[src/rtl/rv32_pkg.sv]
// Shared RV32I definitions for the MEM-stage data-memory access path:
// funct3 load/store codes, the access-sequencer state encoding and an alignment helper.
package rv32_pkg;

    localparam logic [2:0] F3_B  = 3'b000;
    localparam logic [2:0] F3_H  = 3'b001;
    localparam logic [2:0] F3_W  = 3'b010;
    localparam logic [2:0] F3_BU = 3'b100;
    localparam logic [2:0] F3_HU = 3'b101;

    typedef enum logic [1:0] {
        ST_IDLE   = 2'd0,
        ST_ACCESS = 2'd1,
        ST_DONE   = 2'd2
    } mem_state_e;

    // Access size comes from funct3[1:0]: 00 byte, 01 halfword, anything else a word.
    function automatic logic is_misaligned(input logic [1:0] size_code, input logic [1:0] byte_off);
        logic mis;
        case (size_code)
            2'b00:   mis = 1'b0;
            2'b01:   mis = byte_off[0];
            default: mis = (byte_off != 2'b00);
        endcase
        return mis;
    endfunction

endpackage

[src/rtl/load_align.sv]
// Combinational load formatter: picks the addressed byte/halfword out of the read word
// and sign- or zero-extends it; no state, no latency, no backpressure.
module load_align
    import rv32_pkg::*;
(
    input  logic [31:0] rdata,
    input  logic [1:0]  byte_off,
    input  logic [2:0]  funct3,
    output logic [31:0] ldata
);

    logic [7:0]  byte_sel;
    logic [15:0] half_sel;

    always_comb begin
        byte_sel = rdata[8*byte_off +: 8];
        half_sel = byte_off[1] ? rdata[31:16] : rdata[15:0];
        ldata    = rdata;
        case (funct3)
            F3_B:    ldata = {{24{byte_sel[7]}}, byte_sel};
            F3_BU:   ldata = {24'h0, byte_sel};
            F3_H:    ldata = {{16{half_sel[15]}}, half_sel};
            F3_HU:   ldata = {16'h0, half_sel};
            default: ldata = rdata;
        endcase
    end

endmodule

[src/rtl/mem_access_ctrl.sv]
// MEM-stage sequencer: req/ack handshake to variable-latency data memory, >=1 cycle per access.
// Holds pipe_stall high until the access acks, times out, or is rejected as misaligned.
module mem_access_ctrl
    import rv32_pkg::*;
#(
    parameter int TIMEOUT_CYCLES = 16
) (
    input  logic        clk,
    input  logic        reset,
    input  logic        mem_read,
    input  logic        mem_write,
    input  logic [31:0] addr,
    input  logic [31:0] store_data,
    input  logic [2:0]  funct3,
    output logic        dmem_req,
    output logic        dmem_we,
    output logic [31:0] dmem_addr,
    output logic [31:0] dmem_wdata,
    output logic [3:0]  dmem_be,
    input  logic        dmem_ack,
    input  logic [31:0] dmem_rdata,
    output logic        pipe_stall,
    output logic [31:0] load_data,
    output logic        misalign_err,
    output logic        bus_err
);

    localparam logic [7:0] TO_LAST = 8'(TIMEOUT_CYCLES - 1);

    mem_state_e  state_q, state_d;
    logic [7:0]  cnt_q, cnt_d;
    logic        req_q, req_d;
    logic        we_q, we_d;
    logic [31:0] addr_q, addr_d;
    logic [31:0] wdata_q, wdata_d;
    logic [3:0]  be_q, be_d;
    logic [31:0] load_q, load_d;
    logic        mis_q, mis_d;
    logic        berr_q, berr_d;

    logic        mem_op;
    logic        is_store;
    logic [31:0] fmt_wdata;
    logic [3:0]  fmt_be;
    logic [31:0] fmt_load;

    // A simultaneous read+write is treated as a store.
    assign mem_op   = mem_read | mem_write;
    assign is_store = mem_write;

    load_align u_load_align (
        .rdata    (dmem_rdata),
        .byte_off (addr[1:0]),
        .funct3   (funct3),
        .ldata    (fmt_load)
    );

    always_comb begin
        fmt_wdata = store_data;
        fmt_be    = 4'b1111;
        case (funct3[1:0])
            2'b00: begin
                fmt_wdata = {4{store_data[7:0]}};
                fmt_be    = 4'b0001 << addr[1:0];
            end
            2'b01: begin
                fmt_wdata = {2{store_data[15:0]}};
                fmt_be    = addr[1] ? 4'b1100 : 4'b0011;
            end
            default: begin
                fmt_wdata = store_data;
                fmt_be    = 4'b1111;
            end
        endcase
        if (!is_store) begin
            fmt_be = 4'b1111;
        end
    end

    always_comb begin
        state_d = state_q;
        cnt_d   = cnt_q;
        req_d   = req_q;
        we_d    = we_q;
        addr_d  = addr_q;
        wdata_d = wdata_q;
        be_d    = be_q;
        load_d  = load_q;
        mis_d   = mis_q;
        berr_d  = berr_q;
        case (state_q)
            ST_IDLE: begin
                if (mem_op) begin
                    if (is_misaligned(funct3[1:0], addr[1:0])) begin
                        state_d = ST_DONE;
                        mis_d   = 1'b1;
                    end else begin
                        state_d = ST_ACCESS;
                        req_d   = 1'b1;
                        we_d    = is_store;
                        addr_d  = {addr[31:2], 2'b00};
                        wdata_d = fmt_wdata;
                        be_d    = fmt_be;
                        cnt_d   = 8'd0;
                    end
                end
            end
            ST_ACCESS: begin
                if (dmem_ack) begin
                    state_d = ST_DONE;
                    req_d   = 1'b0;
                    if (!is_store) begin
                        load_d = fmt_load;
                    end
                end else if (cnt_q == TO_LAST) begin
                    // Abandon the access; a timed-out load returns zero.
                    state_d = ST_DONE;
                    req_d   = 1'b0;
                    berr_d  = 1'b1;
                    if (!is_store) begin
                        load_d = 32'h0;
                    end
                end else begin
                    cnt_d = cnt_q + 8'd1;
                end
            end
            ST_DONE: begin
                state_d = ST_IDLE;
                mis_d   = 1'b0;
                berr_d  = 1'b0;
            end
            default: begin
                state_d = ST_IDLE;
            end
        endcase
    end

    always_ff @(posedge clk or posedge reset) begin
        if (reset) begin
            state_q <= ST_IDLE;
            cnt_q   <= 8'd0;
            req_q   <= 1'b0;
            we_q    <= 1'b0;
            addr_q  <= 32'h0;
            wdata_q <= 32'h0;
            be_q    <= 4'h0;
            load_q  <= 32'h0;
            mis_q   <= 1'b0;
            berr_q  <= 1'b0;
        end else begin
            state_q <= state_d;
            cnt_q   <= cnt_d;
            req_q   <= req_d;
            we_q    <= we_d;
            addr_q  <= addr_d;
            wdata_q <= wdata_d;
            be_q    <= be_d;
            load_q  <= load_d;
            mis_q   <= mis_d;
            berr_q  <= berr_d;
        end
    end

    // DONE releases the pipeline so the next negedge can advance EX/MEM.
    assign pipe_stall   = mem_op & (state_q != ST_DONE);
    assign dmem_req     = req_q;
    assign dmem_we      = we_q;
    assign dmem_addr    = addr_q;
    assign dmem_wdata   = wdata_q;
    assign dmem_be      = be_q;
    assign load_data    = load_q;
    assign misalign_err = mis_q;
    assign bus_err      = berr_q;

endmodule

[config.mk]
export PLATFORM = sky130hd
export DESIGN_NAME = mem_access_ctrl
export DESIGN_NICKNAME = d
export VERILOG_FILES = /design/src/rtl/rv32_pkg.sv /design/src/rtl/load_align.sv /design/src/rtl/mem_access_ctrl.sv
export SDC_FILE = /design/constraint.sdc
export NUM_CORES = 1
export LEC_CHECK = 0
export ABC_AREA = 1
export BUFFER_PORTS_ARGS = -buffer_cell sky130_fd_sc_hd__buf_2
export CAP_MARGIN = 20
export CORE_MARGIN = 2
export CORE_UTILIZATION = 39
export DETAILED_ROUTE_END_ITERATION = 8
export PLACE_DENSITY = 0.65
export SLEW_MARGIN = 15
export SYNTH_ARGS = -nofsm -noshare
export SYNTH_HDL_FRONTEND = slang
export SYNTH_HIERARCHICAL = 1
export SYNTH_SLANG_ARGS = --single-unit
[constraint.sdc]
create_clock -name clk -period 6.7 [get_ports clk]
set_input_delay 1.34 -clock clk [delete_from_list [all_inputs] [get_ports clk]]
set_output_delay 1.34 -clock clk [all_outputs]
set_load 0.05 [all_outputs]
==> results of run 1 <==
-- state kept, by name (all words and copies together), names as in the netlist --
signal / count
dmem_wdata: 32
load_data: 32
dmem_addr: 30
cnt_q: 8
dmem_be: 4
state_q: 2
bus_err: 1
dmem_req: 1
dmem_we: 1
misalign_err: 1
-- worst paths after layout --
kind,start,endpoint,slack (ns),depth (start not counted)
max in group asynchronous,reset,dmem_wdata[12],4.42,3
max,funct3[1],cnt_q[1],3.35,10
max reg2reg,state_q[1],load_data[7],4.18,6
min reg2reg,load_data[30],load_data[30],0.47,2
min in group asynchronous,reset,load_data[5],1.07,2
min,load_data[30],load_data[30],0.47,2
-- worst reg2reg max path, stage by stage, from the launching register on --
cell and delay, ns:
dfrtp_1 0.36, inv_1 0.08, nand2_1 0.24, clkinv_1 0.75
nand3_2 0.81, nand2_1 0.13, nand2_1 0.09
-- cell type report --
class	instances	area share [%]
clock buffers	9	3.184
clock inverters	7	1.362
inverters	37	2.052
multi-input cells	551	35.52
flip-flops and latches	112	39.63
well taps	184	3.255
repair buffers	210	15.00
-- kinds of logic (layout without fill, tap and decap cells) --
group                    count (synthesis)  in the layout  share of synthesized area (%)
flip-flops                             112            112                          48.60
buffers and inverters                   84            263                          7.985
AND/OR/NAND/NOR                        474            474                          36.21
other                                    1              2                        0.06503
XOR/XNOR                                 2              2                         0.3038
AO/OA/AOI/OAI                           71             71                          6.444
adder cells (fa/ha/maj)                  1              1                         0.2169
multiplexers                             1              1                         0.1736
-- synthesized netlist by cell type, drive strengths merged --
cell type | instances | area, sq um
mux2i | 1 | 10.01
xor2 | 2 | 17.52
o21ai | 47 | 239.0
nor2 | 29 | 127.6
a21oi | 19 | 95.09
clkinv | 3 | 12.51
or2 | 8 | 50.04
and2 | 2 | 15.02
nand3 | 67 | 375.4
buf | 28 | 246.5
nand4 | 32 | 200.2
dfrtp | 112 | 2803
o211ai | 2 | 15.01
inv | 34 | 130.1
nor3 | 3 | 15.01
o21bai | 3 | 22.52
clkbuf | 19 | 71.32
nand3b | 2 | 15.01
nand2 | 331 | 1290
conb | 1 | 3.750
ha | 1 | 12.51
-- metal layers --
metal | GRT usage (%) | vias to the layer above | wire, um
met3 | 3.594 | 19 | 1121
met1 | 28.90 | 2551 | 7461
li1 | - | 2744 | -
met4 | 7.516 | 0 | 321
met2 | 33.67 | 216 | 7593
met5 | 0 | - | 0
-- per-stage QoR --
step | cells | utilization, %
after floorplan | 747 | -
after global placement | 1094 | 46.60
after detailed placement | 1094 | 46.63
after CTS | 1110 | 48.85
after global routing | 1110 | 48.85
final | 1110 | 48.85
-- power by group through the flow --
stage / Sequential, mW / Combinational [mW] / Clock (mW)
3_5_place_dp: 1.13 / 1.96 / 0
2_1_floorplan: 2.14 / 0.488 / 0
6_report: 1.12 / 1.94 / 0.579
5_1_grt: 1.16 / 2.07 / 0.621
3_3_place_gp: 1.13 / 1.95 / 0
4_1_cts: 1.12 / 1.96 / 0.588
==> results.yml, run 1 <==
sta:
  finalHoldViolCount: 0
  tightestPinTransition_ns: 0.8909
  relSlewSlack_pct: 40.61
  fmax_mhz: 298.8
  hold_ws_ns: 0.4692
  final.setup.tns_ns: 0
  finalClockSkew_ns: 0.01333
  maxSlewViolCount: 0
  finalCriticalPeriod_ns: 3.346
  setup_ws_ns: 3.354
  period_share_pct: 49.94
  finalSetupViolations: 0
  rsz0062_at_grt: "false"
run:
  maxCapViolations: 0
setup_path:
  cp-start-kind: "input pin"
  worstPathRequired_ns: 6.99
  crit_path_cell_trace: "buf_2 > nand2_1 > nand2_1 > nand2_2 > nand3b_1 > buf_4 > nand2_2 > inv_1 > nand2_1 > nand2_1"
  critical_path_arrival_ns: 3.64
  max_stage_delay_ns: 0.68
  crit_buf_inv: 3
  critPathCaptureType: "register"
  criticalPathCategory: "input pin to register"
  critical_path.most_common_cell: "nand2_1"
  critPathMaxFanout: 98
  cp_top_family: "buffers and inverters"
  cpMaxStageDelayCell: "buf_4"
clocking:
  numCtsBuffers: 9
  htree_levels: 3
  clock_sinks: 112
  cts_resized: 0
  cts_setup_buffers: 0
  clk_latency_ns: 0.36
  cts_buffer_depth: 2
  cts_tree: "yes"
  clock-root-buffer: "clkbuf_16"
  clk_pin_slew_worst_paths_ns: 0.08
  holdBufCountCts: 0
pwr:
  internal_power_mw: 1.666
  p_comb_share_pct: 53.2
  p_switching_mw: 1.972
  seqPwrFrac_pct: 30.8
  total_power_mw: 3.638
  vdd_drop_max_uv: 276.2
  powerDensity_mw_per_mm2: 514.4
  cellLeakagePower_nw: 4.086
  switching_share_pct: 54.21
  clock_power_share_pct: 15.9
placed_design:
  port_buffers: 206
  postPlaceCellArea_sq_mm: 0.006751
  hpwlAfterDp_mm: 12.06
  place_ws_ns: 2.936
  place_congestion: 0.8877
detailed_routing:
  drt-total-wl_mm: 16.50
  vias: 5530
  first_pass_iters: 5
  antenna_left: 0
  vias_per_cell: 4.982
  drt_iter0_markers: 410
  drc: 0
  wire_per_inst_um: 14.86
layout:
  area_delta_synth_final_pct: 22.65
  multi_input_area_sq_mm: 0.002512
  nets: 1026
  layout_commonest_cell: "nand2_1"
  mostFrequentLayoutCells: "nand2_1 (314), buf_2 (206), dfrtp_1 (112)"
  ff_latch_area_sq_mm: 0.002803
  layout-drive-gt1-share_pct: 28.51
  fillers: 1485
  fin_area_sq_mm: 0.007073
  diodes: 0
synth:
  synth-seq-cells: 112
  postSynthCellCount: 746
  avgSynthCellArea_sq_um: 7.730
  synthDistinctLibCells: 35
  syn-cell-area_sq_mm: 0.005767
  yosysSeqAreaShare_pct: 48.60
  yosysWarnings: 6
global_route:
  grt_max_degree: 99
  grtUsageTotal_pct: 21.05
  antenna_found_initial: 0
  grt_pass1_vias: 5099
  grt_pass1_wl_mm: 26.54
  overflow: 0
die:
  rows: 44
  io_pins: 209
  die_h_um: 125.6
  die_area_sq_mm: 0.01578
  start_util_pct: 39.83
  fp.dieW_um: 125.6
  core_sq_mm: 0.01448
worst_hold_path:
  hold_path.class: "register to register"
outcome:
  outcome: "complete, no violations"
Note: power is estimated with default switching activity, not from simulation.
==> run 2: changes to the inputs <==
Settings changed: PLACE_DENSITY 0.65 to 0.68.
Clock period 6.7 ns to 2.9 ns, I/O delays scaled along.
==> run 2 against run 1 <==
Net effect:
- sequential share of layout area is 0.49 points lower
- clock skew is 0.0042 ns lower
- worst hold slack worse by 0.13 ns
- first-iteration DRC count is 31% lower
- routed wire length is 1.1% lower
- register-to-register slack worse by 3.1 ns
- cell count is 0.72% higher
- setup slack worse by 2.3 ns
- critical path type is now register to primary output
==> results.yml, run 2 (same netlist as run 1, synthesis figures left out) <==
outcome:
  outcome: "complete, no violations"
pwr:
  cellLeakagePower_nw: 4.138
  powerDensity_mw_per_mm2: 1180
  vdd_drop_max_uv: 674.5
  total_power_mw: 8.454
sta:
  finalClockSkew_ns: 0.009143
  period_share_pct: 65.11
  final.setup.tns_ns: 0
  tightestPinTransition_ns: 0.7377
  fmax_mhz: 529.6
  relSlewSlack_pct: 50.71
  finalSetupViolations: 0
  maxSlewViolCount: 0
  rsz0062_at_grt: "false"
  finalCriticalPeriod_ns: 1.888
  finalHoldViolCount: 0
setup_path:
  critical_path.most_common_cell: "nor2_1"
  cp_top_family: "flip-flops"
  critical_path_arrival_ns: 1.31
  critPathCaptureType: "primary output"
  r2r_cells: 7
  worstPathRequired_ns: 2.32
  crit_path_cell_trace: "inv_1 > nor2_1 > nor2_1 > buf_2"
  r2r_start: "state_q[1]"
  regToRegEndpoint: "load_data[1]"
  max_stage_delay_ns: 0.39
  cpMaxStageDelayCell: "dfrtp_1"
  critPathMaxFanout: 4
  crit_buf_inv: 2
  rrSetupSlack_ns: 1.06
  cp-start-kind: "register"
  criticalPathCategory: "register to primary output"
  startpoint: "state_q[1]"
worst_hold_path:
  hold_path.class: "input pin to asynchronous set/reset pin"
clocking:
  htree_levels: 3
  holdBufCountCts: 0
  clock_sinks: 112
  clk_pin_slew_worst_paths_ns: 0.08
  clk_latency_ns: 0.35
  clock-root-buffer: "clkbuf_16"
  numCtsBuffers: 9
  cts_tree: "yes"
  cts_setup_buffers: 0
  cts_buffer_depth: 2
  cts_resized: 0
detailed_routing:
  wl_met2_mm: 7.881
  wire_per_inst_um: 14.59
  drt_iter0_markers: 282
  first_pass_iters: 4
  vias: 5452
  drc: 0
  dr.max_layer_used: "met4"
  wl_met1_mm: 7.075
  drt-total-wl_mm: 16.32
  wl_met3_mm: 1.238
  antenna_left: 0
  vias_per_cell: 4.877
layout:
  mostFrequentLayoutCells: "nand2_1 (314), buf_2 (206), dfrtp_1 (112)"
  fillers: 1464
  layout-drive-gt1-share_pct: 28.91
  diodes: 0
  area_delta_synth_final_pct: 24.19
  fin_util_pct: 49.46
  fin_area_sq_mm: 0.007162
  nets: 1034
  layout_commonest_cell: "nand2_1"
placed_design:
  hpwlAfterDp_mm: 12.23
  postPlaceCellArea_sq_mm: 0.006833
  port_buffers: 206
  place_congestion: 0.8599
die:
  io_pins: 209
  core_sq_mm: 0.01448
  fp.dieW_um: 125.6
  die_area_sq_mm: 0.01578
  die_h_um: 125.6
  rows: 44
  start_util_pct: 39.83
global_route:
  grt_max_degree: 66
  antenna_found_initial: 0
  grt_pass1_wl_mm: 26.21
  grtUsageTotal_pct: 20.70
  grt_pass1_vias: 5100
  overflow: 0
run:
  maxCapViolations: 0
==> run 2: power breakdown <==
part | internal (mW) | leakage, nW | switching, mW | total [mW]
clock network | 0.776 | 0.161 | 0.601 | 1.38
registers | 2.25 | 1.42 | 0.361 | 2.61
logic | 0.929 | 2.56 | 3.54 | 4.47
==> run 2: worst max-delay path by stage <==
stage	end	slack, ns	cells past startpoint
final	pipe_stall	1.01	4
after global routing	load_data[0]	0.84	7
after CTS	pipe_stall	1.00	4
after detailed placement	dmem_addr[28]	0.63	8
after global placement	dmem_wdata[22]	0.68	8
after floorplan	bus_err	0.96	1
==> run 2: cell type report <==
class                   instances  area (sq um)  share of cell area [%]
well taps                     184         230.2                   3.215
inverters                      37         146.4                   2.044
flip-flops and latches        112          2803                   39.13
clock buffers                  10         229.0                   3.197
repair buffers                218          1146                   16.00
clock inverters                 6         100.1                   1.398
multi-input cells             551          2507                   35.01
==> run 2: worst reg2reg max path, cell delays in order, from the launching register on <==
cell,delay [ns]
dfrtp_1,0.36
inv_1,0.08
nand2_1,0.26
clkinv_1,0.38
nand3_1,0.19
buf_4,0.35
nand2_1,0.10
nand2_1,0.07
==> run 2: per-layer routing <==
metal / GRT usage, % / vias to the layer above
met2: 34.72 / 171
met1: 26.23 / 2514
met4: 4.052 / 0
met5: 0 / -
met3: 6.975 / 8
li1: - / 2759
==> run 2: stage by stage <==
| step | worst slack [ns] | hold slack [ns] | cells |
|---|---|---|---|
| 3_5_place_dp | 0.6269 | 0.4537 | 1102 |
| 4_1_cts | 1.000 | 0.3562 | 1118 |
| 5_1_grt | 0.8392 | 0.3825 | 1118 |
| 6_report | 1.012 | 0.3390 | 1118 |
| 3_3_place_gp | 0.6832 | 0.4519 | 1102 |
| 2_1_floorplan | 0.9625 | 0.4934 | 747 |
==> run 3: changes to the inputs <==
Settings changed: ABC_AREA 1 to 0, PLACE_DENSITY 0.68 to 0.65.
Clock period 2.9 ns to 2 ns, I/O delays scaled along.
==> run 3 against run 2 <==
Net effect:
- clock power is 38% higher
- die area is 1.5% higher
- clock skew hardly changed
- synthesized area is 1.5% higher
- critical path type is now register to register
- highest routed layer unchanged
==> results.yml, run 3 <==
synth:
  postSynthCellCount: 619
  synthFlopType: "dfrtp_1"
  synthArstFlopShare_pct: 100.0
  synth_edf_count: 0
  avgSynthCellArea_sq_um: 9.458
  synthTopCellsByArea: "dfrtp_1 (48%), nand2_1 (11%), mux2i_1 (11%)"
  yosysWarnings: 6
  synthTopCellsByCount: "nand2_1 (179), dfrtp_1 (112), mux2i_1 (62)"
  yosysSeqAreaShare_pct: 47.87
  synth.top_cell.area_share_pct: 47.87
  synth-seq-cells: 112
  synth.most_common_cell: "nand2_1"
  synthDistinctLibCells: 55
  syn-cell-area_sq_mm: 0.005854
  synth_area_leader_cell: "dfrtp_1"
pwr:
  cellLeakagePower_nw: 3.835
  internal_power_mw: 5.889
  switching_share_pct: 52.55
  clock_power_share_pct: 15.3
  vdd_drop_max_uv: 958.1
  seqPwrFrac_pct: 30.8
  powerDensity_mw_per_mm2: 1674
  p_comb_share_pct: 53.9
  p_switching_mw: 6.523
  total_power_mw: 12.41
sta:
  finalClockSkew_ns: 0.009578
  hold_ws_ns: 0.01014
  finalSetupViolations: 0
  final.setup.tns_ns: 0
  finalHoldViolCount: 0
  fmax_mhz: 537.6
  maxSlewViolCount: 0
  finalCriticalPeriod_ns: 1.860
  period_share_pct: 93.01
  rsz0062_at_grt: "false"
  setup_ws_ns: 0.1398
layout:
  layout-drive-gt1-share_pct: 33.78
  mostFrequentLayoutCells: "buf_2 (206), nand2_1 (179), dfrtp_1 (112)"
  finalNonFillerCells: 1008
  nets: 923
  fin_util_pct: 50.84
  area_delta_synth_final_pct: 26.69
  fillers: 1372
  layout_commonest_cell: "buf_2"
  fin_area_sq_mm: 0.007417
detailed_routing:
  wl_met2_mm: 7.239
  wl_met1_mm: 7.115
  vias_per_cell: 4.988
  first_pass_iters: 5
  vias: 5028
  drc: 0
  wire_per_inst_um: 15.80
  antenna_left: 0
  wl_met3_mm: 1.363
  dr.max_layer_used: "met4"
  drt-total-wl_mm: 15.93
  drt_iter0_markers: 304
clocking:
  clk_pin_slew_worst_paths_ns: 0.07
  clk_latency_ns: 0.35
  clock_sinks: 112
  cts_resized: 0
  cts_tree: "yes"
  numCtsBuffers: 9
  htree_levels: 3
  holdBufCountCts: 0
  clock-root-buffer: "clkbuf_16"
  cts_setup_buffers: 0
  cts_buffer_depth: 2
placed_design:
  hpwlAfterDp_mm: 11.74
  postPlaceCellArea_sq_mm: 0.007099
  port_buffers: 206
  place_congestion: 0.9016
  place_ws_ns: 0.1432
  place_inst: 991
setup_path:
  critical_path_arrival_ns: 2.13
  worstPathRequired_ns: 2.27
  max_stage_delay_ns: 0.49
  critPathMaxFanout: 32
  critical_path.most_common_cell: "nor4_4"
  cpMaxStageDelayCell: "dfrtp_1"
  cp-start-kind: "register"
  crit_path_cell_trace: "nor4_4 > a21oi_2 > nor4_4 > buf_12 > mux2i_1"
  criticalPathCategory: "register to register"
  critPathCaptureType: "register"
die:
  io_pins: 209
  start_util_pct: 40.13
  rows: 44
  die_h_um: 126.5
  die_area_sq_mm: 0.01601
  core_sq_mm: 0.01459
  fp.dieW_um: 126.5
global_route:
  overflow: 0
  grt_max_degree: 87
  grt_pass1_wl_mm: 25.85
  grtUsageTotal_pct: 20.34
  antenna_found_initial: 0
  grt_pass1_vias: 5012
run:
  maxCapViolations: 0
worst_hold_path:
  hold_path.class: "input pin to asynchronous set/reset pin"
outcome:
  outcome: "complete, no violations"
[run 3: final cells by class]
type / count / area, sq um / area share [%]
Clock inverter: 4 / 48.80 / 0.6579
Antenna cell: 1 / 2.502 / 0.03374
Multi-Input combinational cell: 427 / 2638 / 35.56
Inverter: 39 / 150.1 / 2.024
Timing Repair Buffer: 229 / 1279 / 17.24
Tap cell: 184 / 230.2 / 3.104
Sequential cell: 112 / 2803 / 37.79
Clock buffer: 12 / 266.5 / 3.593
[run 3: layer usage]
layer,track usage [%],up-vias
met5,0,-
li1,-,2486
met2,31.65,183
met4,5.365,0
met3,6.495,14
met1,27.55,2345
[run 3: critical path, delay by kind of cell, from the launching register on]
family | cells | cell delay, ns
buf+inv | 1 | 0.28
mux | 1 | 0.23
flops | 1 | 0.49
simple gates | 2 | 0.64
compound gates | 1 | 0.12
[run 3: cell families (layout without fill, tap and decap cells)]
kind of cell               count (synthesis)  in the layout  share of synthesized area, %
buffers and inverters                     81            284                         7.138
DFF                                      112            112                         47.87
adders and majority gates                  1              1                        0.2137
muxes                                     67             67                         11.63
and+or+nand+nor                          238            238                         17.55
AOI/OAI and AO/OA                        119            119                         15.54
other                                      1              3                       0.06405
[run 3: power groups by stage]
stage | clock network, mW | logic, mW | registers, mW
5_1_grt | 2.04 | 7.15 | 3.96
2_1_floorplan | 0 | 1.63 | 7.24
4_1_cts | 1.94 | 6.76 | 3.83
3_3_place_gp | 0 | 6.69 | 3.84
3_5_place_dp | 0 | 6.77 | 3.82
6_report | 1.90 | 6.69 | 3.83
[run 3: final timing paths]
kind / startpoint / cells after the start / to / slack, ns
max: cnt_q[4] / 5 / load_data[22] / 0.14
min: reset / 2 / dmem_addr[20] / 0.01
max reg2reg: cnt_q[4] / 5 / load_data[22] / 0.14
min reg2reg: dmem_wdata[4] / 2 / dmem_wdata[4] / 0.47
max in group asynchronous: reset / 3 / dmem_addr[27] / 1.44
min in group clk: addr[12] / 3 / dmem_addr[12] / 0.23
